File: config.mk
export PLATFORM = sky130hd
export DESIGN_NAME = fib_index
export DESIGN_NICKNAME = d
export VERILOG_FILES = /design/src/rtl/fib_pkg.sv /design/src/rtl/fib_index.sv
export SDC_FILE = /design/constraint.sdc
export NUM_CORES = 1
export LEC_CHECK = 0
export ABC_AREA = 1
export BUFFER_PORTS_ARGS = -buffer_cell sky130_fd_sc_hd__buf_2
export CORE_ASPECT_RATIO = 1.2
export CORE_MARGIN = 3
export CORE_UTILIZATION = 46
export DETAILED_ROUTE_END_ITERATION = 7
export PLACE_DENSITY = 0.64
export SLEW_MARGIN = 20
export SYNTH_ARGS = -nofsm -noshare
export SYNTH_HDL_FRONTEND = slang
export SYNTH_SLANG_ARGS = --single-unit
File: constraint.sdc
create_clock -name i_clk -period 2.4 [get_ports i_clk]
set_input_delay 0.24 -clock i_clk [delete_from_list [all_inputs] [get_ports i_clk]]
set_output_delay 0.24 -clock i_clk [all_outputs]
set_load 0.03 [all_outputs]
File: src/rtl/fib_pkg.sv
// Shared widths and FSMD state encoding for the Fibonacci generator/decoder pair.
package fib_pkg;

  localparam int unsigned FIB_W       = 20;
  localparam int unsigned IDX_W       = 5;
  localparam int unsigned FIB_MAX_IDX = 30;

  typedef enum logic [1:0] {
    e_idle    = 2'd0,
    e_operate = 2'd1,
    e_done    = 2'd2
  } t_fib_state;

endpackage

File: src/rtl/fib_index.sv
// Inverse Fibonacci engine: largest n with fib(n) <= value, plus exactness and remainder.
module fib_index
  import fib_pkg::*;
(
  input  logic             i_clk,
  input  logic             i_rst,
  input  logic             i_start,
  input  logic [FIB_W-1:0] i_value,
  output logic             o_ready,
  output logic             o_done_tick,
  output logic [IDX_W-1:0] o_index,
  output logic             o_exact,
  output logic [FIB_W-1:0] o_fib_floor,
  output logic [FIB_W-1:0] o_remainder
);

  t_fib_state       state, state_n;
  logic [FIB_W-1:0] r_v, v_n;
  logic [FIB_W-1:0] r_a, a_n;
  logic [FIB_W:0]   r_b, b_n;
  logic [IDX_W-1:0] r_k, k_n;
  logic [IDX_W-1:0] r_index, index_n;
  logic             r_exact, exact_n;
  logic [FIB_W-1:0] r_floor, floor_n;
  logic [FIB_W-1:0] r_rem, rem_n;

  // State and datapath registers; synchronous reset clears everything.
  always_ff @(posedge i_clk) begin
    if (i_rst) begin
      state   <= e_idle;
      r_v     <= '0;
      r_a     <= '0;
      r_b     <= '0;
      r_k     <= '0;
      r_index <= '0;
      r_exact <= 1'b0;
      r_floor <= '0;
      r_rem   <= '0;
    end else begin
      state   <= state_n;
      r_v     <= v_n;
      r_a     <= a_n;
      r_b     <= b_n;
      r_k     <= k_n;
      r_index <= index_n;
      r_exact <= exact_n;
      r_floor <= floor_n;
      r_rem   <= rem_n;
    end
  end

  // Next-state and datapath: walk fib(k), fib(k+1) upward until fib(k+1) exceeds the value.
  always_comb begin
    state_n = state;
    v_n     = r_v;
    a_n     = r_a;
    b_n     = r_b;
    k_n     = r_k;
    index_n = r_index;
    exact_n = r_exact;
    floor_n = r_floor;
    rem_n   = r_rem;
    case (state)
      e_idle: begin
        if (i_start) begin
          v_n     = i_value;
          a_n     = '0;
          b_n     = (FIB_W+1)'(1);
          k_n     = '0;
          state_n = e_operate;
        end
      end
      e_operate: begin
        if (r_b <= {1'b0, r_v}) begin
          a_n = r_b[FIB_W-1:0];
          b_n = (FIB_W+1)'(r_a) + r_b;
          k_n = r_k + IDX_W'(1);
        end else begin
          index_n = r_k;
          floor_n = r_a;
          exact_n = (r_a == r_v);
          rem_n   = r_v - r_a;
          state_n = e_done;
        end
      end
      e_done: begin
        state_n = e_idle;
      end
      default: begin
        state_n = e_idle;
      end
    endcase
  end

  assign o_ready     = (state == e_idle);
  assign o_done_tick = (state == e_done);
  assign o_index     = r_index;
  assign o_exact     = r_exact;
  assign o_fib_floor = r_floor;
  assign o_remainder = r_rem;

endmodule

[Word-level counts from Yosys, hierarchy flattened]
Index checks and enable logic that the tools add are counted.
Storage, ports and cells
  flip-flop bits (word level): 114
  bits in latches: 0
  bits in writable memories: 0
  ROM bits: 0
  bits of input ports: 23
  output and inout port bits: 48
  memories kept: 0
Cells by class
  add/subtract/negate cells: 3
  multiply operators: 0
  divide/modulo/power cells: 0
  magnitude comparators: 1
  equal/unequal tests: 6
  shift-type cells: 0
  mux-type cells: 12
  bitwise operators: 1
  reduce and logical (&&, ||, !) cells: 6
Operator list (number)
  $mux W21: 2
  $pmux W21 S2: 1
  $mux W20: 2
  $pmux W20 S2: 1
  $add A20 B21 Y21: 1
  $le A21 B20 Y1: 1
  $eq A20 B20 Y1: 1
  $sub A20 B20 Y20: 1
  $mux W5: 2
  $pmux W5 S2: 1
  $ne A2 B2 Y1 const B: 3
  $reduce_and A2 Y1: 3
  $add A5 B1 Y5 const B: 1
  $mux W2: 2
  $pmux W2 S2: 1
  $reduce_and A3 Y1: 1
  $eq A2 B1 Y1 const B: 1
  $eq A2 B2 Y1 const B: 1
  $logic_not A2 Y1: 1
  $reduce_bool A2 Y1: 1
  $not A1 Y1: 1

[Longest topological paths before layout]
Gate-level depths: netlist of the first run.
  word-level depth: 3
  mapped depth: 17
  depth with buffers taken out: 16

[Worst setup path after synthesis of the first run]
OpenSTA, ideal clock, no wires.
  kind: reg-to-reg
  start: register r_v[0]
  end: register r_rem[18], in the netlist o_remainder[18]
  library setup time: 0.111 ns
  arrival time: 1.805 ns
  setup slack: 0.483 ns
  stages on the path, launching flop included: 14
  path buffers: 0
  path through: dfxtp_1 > inv_1 > ha_1 > fa_1 > o21ai_1 > nand2_1 > nand2_1 > nand2_1 > nand2_1 > nand2_1 > nand3_1 > nand2_1 > nor2_1 > nor2_1
Between the ends
  longest elaborated chain between the ends: 3
  elaborated cells between the ends (all ways): 4
Ends and longest elaborated chain
  from (decl): line fib_index.sv:18  | logic [FIB_W-1:0] r_v, v_n;
  from (signal assigned): line fib_index.sv:41  | r_v <= v_n;
  $le A21 B20 Y1: line fib_index.sv:74  | if (r_b <= {1'b0, r_v}) begin
  $not A1 Y1 (no source line)
  $reduce_and A2 Y1 (no source line)
  to (signal assigned): line fib_index.sv:48  | r_rem <= rem_n;
  to (decl): line fib_index.sv:25  | logic [FIB_W-1:0] r_rem, rem_n;
Parallel ways exist; a longest one is shown, timed or not.
A chain may end at the register's enable or synchronous reset.

[Worst setup path in the final report of the first run]
Ends and elaborated chain as after synthesis.

==> run_results.csv, run 1 <==
group,metric,value,unit
run_status,status,"completed",
place,portBuffers,70,
place,globalplace.congestion,0.909,
pwr,ir_drop,551,µV
grt,antenna_found_initial,0,
clocking,cts_tree,"yes",
critical_path,timing.rr.end,"o_remainder[18]$_SDFFE_PP0P_",
sta,slew_headroom,53.7,%
critical_path,endpoint_kind,"flip-flop",
clocking,cts_buffers,17,
sta,report.final.slew_viol_count,0,
sta,rsz0062_at_grt,"false",
sta,setup_violations,0,
yosys,yosysTopAreaCell,"dfxtp_1",
critical_path,ff2ff_setup_slack,0.27,ns
critical_path,worstSetupPathType,"flip-flop to flip-flop",
yosys,synthAdderAreaFrac,10.4,%
yosys,synth_nets,1287,
floorplanning,row_count,50,
clocking,cts_resized,0,
layout,drive_gt1_share,11.6,%
floorplanning,die_area,18100,µm²
layout,finalNetCount,1344,
critical_path,rr_startpoint,"r_v[0]$_SDFFE_PP0P_",
clocking,path_clk_slew,0.06,ns
layout,area.growth.synth_to_final,15.7,%
yosys,synth_top_family_by_area,"simple AND/OR/NAND/NOR gates",
clocking,postCtsHoldBufs,0,
yosys,synth_area_leaders,"dfxtp_1, nand2_1, ha_1",
job,maxCapViolCount,0,
min_path,whs_path_depth,3,
yosys,yosys.area_share.xor_xnor,1.73,%
clocking,cts_buffer_depth,2,
clocking,clk_latency,0.42,ns
route,drc_errors,0,
yosys,synth-compound-area-share,14.3,%
layout,layout_commonest_cell,"nand2_1",
yosys,synth-seq-cells,114,
pwr,p_leak,0.00453,µW
grt,grtUsageMet3,2.94,%
route,drtIter0Drc,636,
sta,worstMarginPinSlew,0.694,ns
floorplanning,core,15900,µm²
sta,fin_skew,0.0123,ns
yosys,synthSimpleGateAreaFrac,32.1,%
min_path,hp-class,"primary input to flip-flop",
route,via_per_inst,5.01,
grt,grt_pass1_wl,33.9,mm
yosys,yosys_warnings,0,
sta,min_period,2.13,ns
clocking,h-tree-depth,4,
floorplanning,die_width,123,µm
yosys,ys_seq_area_share,30.1,%
sta,hold_violations,0,
grt,grt.overflow.total,0,
yosys,avgSynthCellArea,6.31,µm²
grt,grtUsageMet1,32.7,%
clocking,cts_root_buf,"clkbuf_16",
floorplanning,die_y,147,µm
grt,grt_pass1_vias,6814,
place,dpl.hpwl,15.7,mm
yosys,yosysTopAreaCellShare,30.1,%
route,vias,7411,
floorplanning,start_util,47.7,%
clocking,post_cts_buffers,0,
grt,grt.total_usage,23.3,%
grt,met2_usage,38.1,%
yosys,syn-instance-count,1202,
route,wl_per_cell,14.1,µm
yosys,netlist_area,7590,µm²
critical_path,critical_path_peak_fanout,3,
layout,antenna_cells,0,
floorplanning,ios,71,
yosys,synth_cell_types,35,
grt,gr-max-usage-layer,"met2",
clocking,cts_num_sinks,114,
pwr,power_density,1140,nW/µm²
sta,fmax,470,MHz
critical_path,cp-start-kind,"flip-flop",
route,wirelength,20.9,mm
layout,final_cell_mix,"nand2_1, inv_1, nor2_1, a21oi_1, dfxtp_1",
sta,post-route-period-util,88.7,%
grt,grt_max_degree,52,
critical_path,cp.required,2.71,ns
min_path,holdPathEnd,"r_v[2]$_SDFFE_PP0P_",
route,drt_first_pass_iters,5,
yosys,synth_mux_area_share,0,%
route,ant_nets,0,
critical_path,arrival,2.43,ns
min_path,min_from,"i_value[2]",
sta,fin_setup_tns,0,ns
place,dp.cells,1448,
critical_path,worst-r2r-cell-count,13,
layout,layout.cells.non_filler,1480,
-- Yosys cell counts (all sizes together) --
| library cell | n |
|---|---|
| nand4 | 7 |
| o21bai | 5 |
| nand3b | 4 |
| a31oi | 1 |
| fa | 2 |
| nor4 | 1 |
| xnor2 | 7 |
| nor3 | 8 |
| clkbuf | 18 |
| xor2 | 8 |
| nand2 | 360 |
| o21ai | 36 |
| nand3 | 76 |
| a21o | 5 |
| nor3b | 1 |
| a21boi | 2 |
| ha | 60 |
| nor2 | 138 |
| dfxtp | 114 |
| and2 | 3 |
| a21oi | 147 |
| inv | 166 |
| or2 | 2 |
| buf | 30 |
| o211ai | 1 |
-- metrics by stage --
step                      power (µW)  util [%]  hold slack (ns)  area, µm²  worst slack (ns)
after global placement          7300      51.4            0.449       8160             0.245
after detailed placement        7340      51.4            0.453       8160             0.188
final                          10000      55.3            0.119       8780             0.272
after floorplan                 6150         -            0.433       7590             0.483
after global routing           10800      55.3            0.129       8780            0.0522
after CTS                      10000      55.3            0.105       8780             0.159
-- worst max-delay path, cell delays in order, from the launching register on --
cell and delay (ns):
dfxtp_1 0.33, inv_1 0.06, ha_1 0.23, fa_1 0.41, o21ai_1 0.27, nand2_1 0.08, nand2_1 0.12, nand2_1 0.06
nand2_1 0.12, nand2_1 0.08, nand3_1 0.07, nand2_1 0.05, nor2_1 0.09, nor2_1 0.04
-- layout make-up --
type	count	area (µm²)
Fill cell	1615	7110
Tap cell	208	260
Clock buffer	19	443
Clock inverter	13	175
Multi-Input combinational cell	874	4450
Timing Repair Buffer	86	546
Inverter	166	626
Sequential cell	114	2280
-- report_power, final --
group | leakage [µW] | internal, µW | switching, µW | total (µW)
Combinational | 0.00331 | 1680 | 3070 | 4750
Clock | 0.000295 | 1680 | 966 | 2650
Sequential | 0.000934 | 2280 | 332 | 2610
-- routing by layer --
layer	routed length, µm	share of wire [%]
met1	10100	48
met2	9850	47
met3	788	3.8
met4	160	0.77
met5	0	0
-- kinds of logic (layout without fill, tap and decap cells) --
group,count (synthesis),in the layout
DFF,114,114
buffers and inverters,214,284
adders and majority gates,62,62
xor gates and xnor gates,15,15
AOI/OAI and AO/OA,197,197
and+or+nand+nor,600,600
-- sequential cells by signal, indices dropped and copies added (netlist names) --
register / flops
o_exact: 1
o_index: 5
r_a: 20
r_k: 5
state: 2
r_b: 21
r_v: 20
o_remainder: 20
o_fib_floor: 20
-- worst max path at each step --
stage / end / slack (ns) / startpoint
after floorplan: o_remainder[18]$_SDFFE_PP0P_ / 0.48 / r_v[0]$_SDFFE_PP0P_
after global placement: o_fib_floor[8]$_SDFFE_PP0P_ / 0.25 / r_v[12]$_SDFFE_PP0P_
after detailed placement: o_fib_floor[8]$_SDFFE_PP0P_ / 0.19 / r_v[19]$_SDFFE_PP0P_
after CTS: o_fib_floor[8]$_SDFFE_PP0P_ / 0.16 / r_v[12]$_SDFFE_PP0P_
after global routing: o_remainder[14]$_SDFFE_PP0P_ / 0.05 / r_v[0]$_SDFFE_PP0P_
final: o_remainder[18]$_SDFFE_PP0P_ / 0.27 / r_v[0]$_SDFFE_PP0P_
No activity file was read; power rests on OpenSTA's default activity.
==> run 2: changes to the inputs <==
--- a/config.mk
+++ b/config.mk
@@ -5,13 +5,12 @@
 export SDC_FILE = /design/constraint.sdc
 export NUM_CORES = 1
 export LEC_CHECK = 0
-export ABC_AREA = 1
 export BUFFER_PORTS_ARGS = -buffer_cell sky130_fd_sc_hd__buf_2
 export CORE_ASPECT_RATIO = 1.2
 export CORE_MARGIN = 3
 export CORE_UTILIZATION = 46
 export DETAILED_ROUTE_END_ITERATION = 7
-export PLACE_DENSITY = 0.64
+export PLACE_DENSITY = 0.65
 export SLEW_MARGIN = 20
 export SYNTH_ARGS = -nofsm -noshare
 export SYNTH_HDL_FRONTEND = slang
==> run 2 against run 1 <==
The run now ends with negative setup slack left; cell count is 18% lower; total power is 40% lower; clock power is 5% higher; critical endpoint is now r_b[19]$_SDFFE_PP0P_; sequential power is 25% lower; global-route usage is 2.4 points higher; wire length is 4.9% higher; core utilization is 16 points higher; register-to-register slack worse by 0.50 ns; setup slack worse by 0.50 ns; cell area is 10% higher; clock-buffer cell count stayed put.
==> run_results.csv, run 2 <==
group,metric,value,unit
pwr,intPower,4400,µW
critical_path,path_cells,"inv_1 > ha_1 > a21oi_2 > a21oi_1 > o21ai_2 > a21oi_2 > o31a_4 > buf_6 > or4_4 > o211ai_2",
layout,layout_commonest_cell,"nand2_1",
place,pre_cts_ws,-0.323,ns
critical_path,cpMostUsedCell,"a21oi_2",
grt,met2_usage,42.3,%
floorplanning,row_count,46,
yosys,synth_edf_count,0,
clocking,postCtsHoldBufs,0,
min_path,hp-class,"primary input to flip-flop",
grt,grt_max_degree,73,
clocking,cts_root_buf,"clkbuf_16",
grt,antenna_found_initial,0,
floorplanning,start_util,47.9,%
critical_path,cp-start-kind,"flip-flop",
yosys,synth_cell_types,62,
yosys,syn-instance-count,830,
clocking,cts_num_sinks,114,
job,maxCapViolCount,0,
route,drc_errors,0,
clocking,clk_latency,0.41,ns
grt,grt_pass1_vias,6451,
sta,finalWorstSetupSlack,-0.226,ns
grt,grtUsageMet3,4.63,%
clocking,h-tree-depth,4,
layout,layout.cells.non_filler,1215,
yosys,avgSynthCellArea,7.81,µm²
layout,final_cell_mix,"nand2_1, buf_4, a21oi_1, dfxtp_1, buf_2",
sta,report.final.slew_viol_count,0,
pwr,power_frac_seq,32.5,%
place,portBuffers,70,
yosys,ys_async_sr_fraction,0,%
yosys,yosysTopAreaCellShare,35.2,%
layout,multi_input_area,4560,µm²
route,drt_first_pass_iters,5,
yosys,synth_nets,915,
critical_path,critical_path_peak_fanout,7,
place,dp.cells,1143,
layout,largest_register_ffs,21,
layout,max_flop_register,"r_b",
sta,hold_violations,0,
pwr,ir_drop,505,µV
critical_path,arrival,2.97,ns
route,via_per_inst,5.67,
pwr,p_comb_share,21.7,%
grt,grt_pass1_wl,31.9,mm
critical_path,endpoint_kind,"flip-flop",
layout,seqCellArea,2320,µm²
route,wirelength,21.9,mm
floorplanning,die_y,136,µm
yosys,yosys_warnings,0,
yosys,synth_area_leaders,"dfxtp_1, ha_1, a21oi_1",
layout,antenna_cells,0,
clocking,path_clk_slew,0.06,ns
place,globalplace.congestion,0.913,
yosys,netlist_area,6480,µm²
critical_path,path_delay_family,"compound AO/OA/AOI/OAI gates",
route,vias,6893,
floorplanning,die_area,15600,µm²
floorplanning,ios,71,
yosys,synth-seq-cells,114,
floorplanning,core,13500,µm²
sta,min_period,2.63,ns
route,drtIter0Drc,559,
clocking,cts_buffer_depth,2,
yosys,yosys.cell_count.top_type,"nand2_1",
sta,slew_headroom,40.2,%
sta,rsz0062_at_grt,"true",
grt,grt.total_usage,25.7,%
place,dpl.hpwl,14.0,mm
clocking,cts_buffers,17,
critical_path,cp_slowest_cell,"o31a_4",
critical_path,worstSetupPathType,"flip-flop to flip-flop",
grt,gr-max-usage-layer,"met2",
yosys,synth_commonest_cells,"nand2_1, a21oi_1, dfxtp_1",
critical_path,cp.required,2.74,ns
clocking,cts_tree,"yes",
yosys,ys_seq_area_share,35.2,%
layout,finalNetCount,1119,
route,ant_nets,0,
grt,grtUsageMet1,33.8,%
pwr,p_leak,0.00410,µW
critical_path,crit_buf_inv,2,
route,wl_per_cell,18.0,µm
pwr,power_density,624,nW/µm²
yosys,synth-main-ff-cell,"dfxtp_1",
sta,fmax,381,MHz
pwr,clkPwrFrac,45.8,%
grt,grt.overflow.total,0,
pwr,p_sw_share,27.3,%
sta,setup_violations,58,
sta,worstMarginPinSlew,0.897,ns
critical_path,slowest_delay,0.42,ns
run_status,status,"complete, but fails checks",
floorplanning,die_width,114,µm
run_status,failed_checks,"negative setup slack",
pwr,p_switching,1650,µW
sta,fin_skew,0.00788,ns
layout,drive_gt1_share,38.6,%
layout,area.growth.synth_to_final,49.5,%
yosys,yosysTopAreaCell,"dfxtp_1",
layout,fillers,1001,
sta,post-route-period-util,109,%
-- run 2: cell count changes after synthesis, sizes merged, moves of 10 or more --
cell and delta:
nand2 -193, inv -117, nor2 -102, nand3 -41, a21oi -18, buf -18
o21ai -13, a31oi +10, xnor2 +10
-- run 2: worst paths after layout --
kind / from / end / slack, ns / cells past startpoint
setup / recovery: r_v[2]$_SDFFE_PP0P_ / r_b[19]$_SDFFE_PP0P_ / -0.23 / 10
hold / removal: i_value[17] / r_v[17]$_SDFFE_PP0P_ / 0.07 / 3
setup reg to reg: r_v[2]$_SDFFE_PP0P_ / r_b[19]$_SDFFE_PP0P_ / -0.23 / 10
hold reg to reg: o_fib_floor[9]$_SDFFE_PP0P_ / o_fib_floor[9]$_SDFFE_PP0P_ / 0.45 / 2
-- run 2: cell type report --
cell class / instances / share of cell area, %
Clock buffer: 19 / 4.47
Clock inverter: 13 / 2.16
Inverter: 50 / 1.96
Multi-Input combinational cell: 627 / 47.0
Sequential cell: 114 / 24.0
Tap cell: 168 / 2.17
Timing Repair Buffer: 224 / 18.2
-- run 2: tightest hold or removal path, cell delays in order --
cell and delay (ns):
buf_2 0.09, nand2_1 0.04, a21oi_1 0.05
-- run 2: power groups by stage --
stage | logic, µW | clock network (µW) | registers, µW
after global placement | 923 | 0 | 2000
after floorplan | 584 | 0 | 2020
after CTS | 1130 | 2780 | 1970
final | 1310 | 2770 | 1970
after detailed placement | 941 | 0 | 2000
after global routing | 1400 | 2880 | 1970
-- run 2: logic make-up (layout without fill, tap and decap cells) --
kind of cell / after synthesis / count (layout) / synth area share [%]
buf+inv: 89 / 306 / 5.34
xor+xnor: 28 / 28 / 3.78
simple gates: 313 / 313 / 22.2
fa+ha+maj: 62 / 62 / 12.2
mux: 4 / 4 / 0.637
compound gates: 220 / 220 / 20.6
flops: 114 / 114 / 35.2
-- run 2: through the flow --
stage          TNS (ns)  power, µW  utilization [%]  instance area [µm²]  hold slack (ns)
6_report          -4.11       6050             71.7                 9690           0.0656
3_5_place_dp      -8.99       2940             58.2                 7880            0.442
5_1_grt          -11.94       6260             71.7                 9690           0.0633
3_3_place_gp      -6.48       2920             58.2                 7880            0.438
4_1_cts           -2.16       5880             66.7                 9020           0.0576
2_1_floorplan   -0.0375       2600                -                 6560            0.368
-- run 2: repair_timing --
item	CTS	global route
pin swaps	41	53
buffers inserted	14	20
setup endpoints to repair	83	93
gates resized for setup	74	95
gates cloned	3	5
-- run 2: routing by layer --
| metal | vias to the layer above | wire length (µm) |
|---|---|---|
| li1 | 3294 | - |
| met1 | 3320 | 9220 |
| met2 | 239 | 11000 |
| met3 | 40 | 1280 |
| met4 | 0 | 457 |
| met5 | - | 0 |
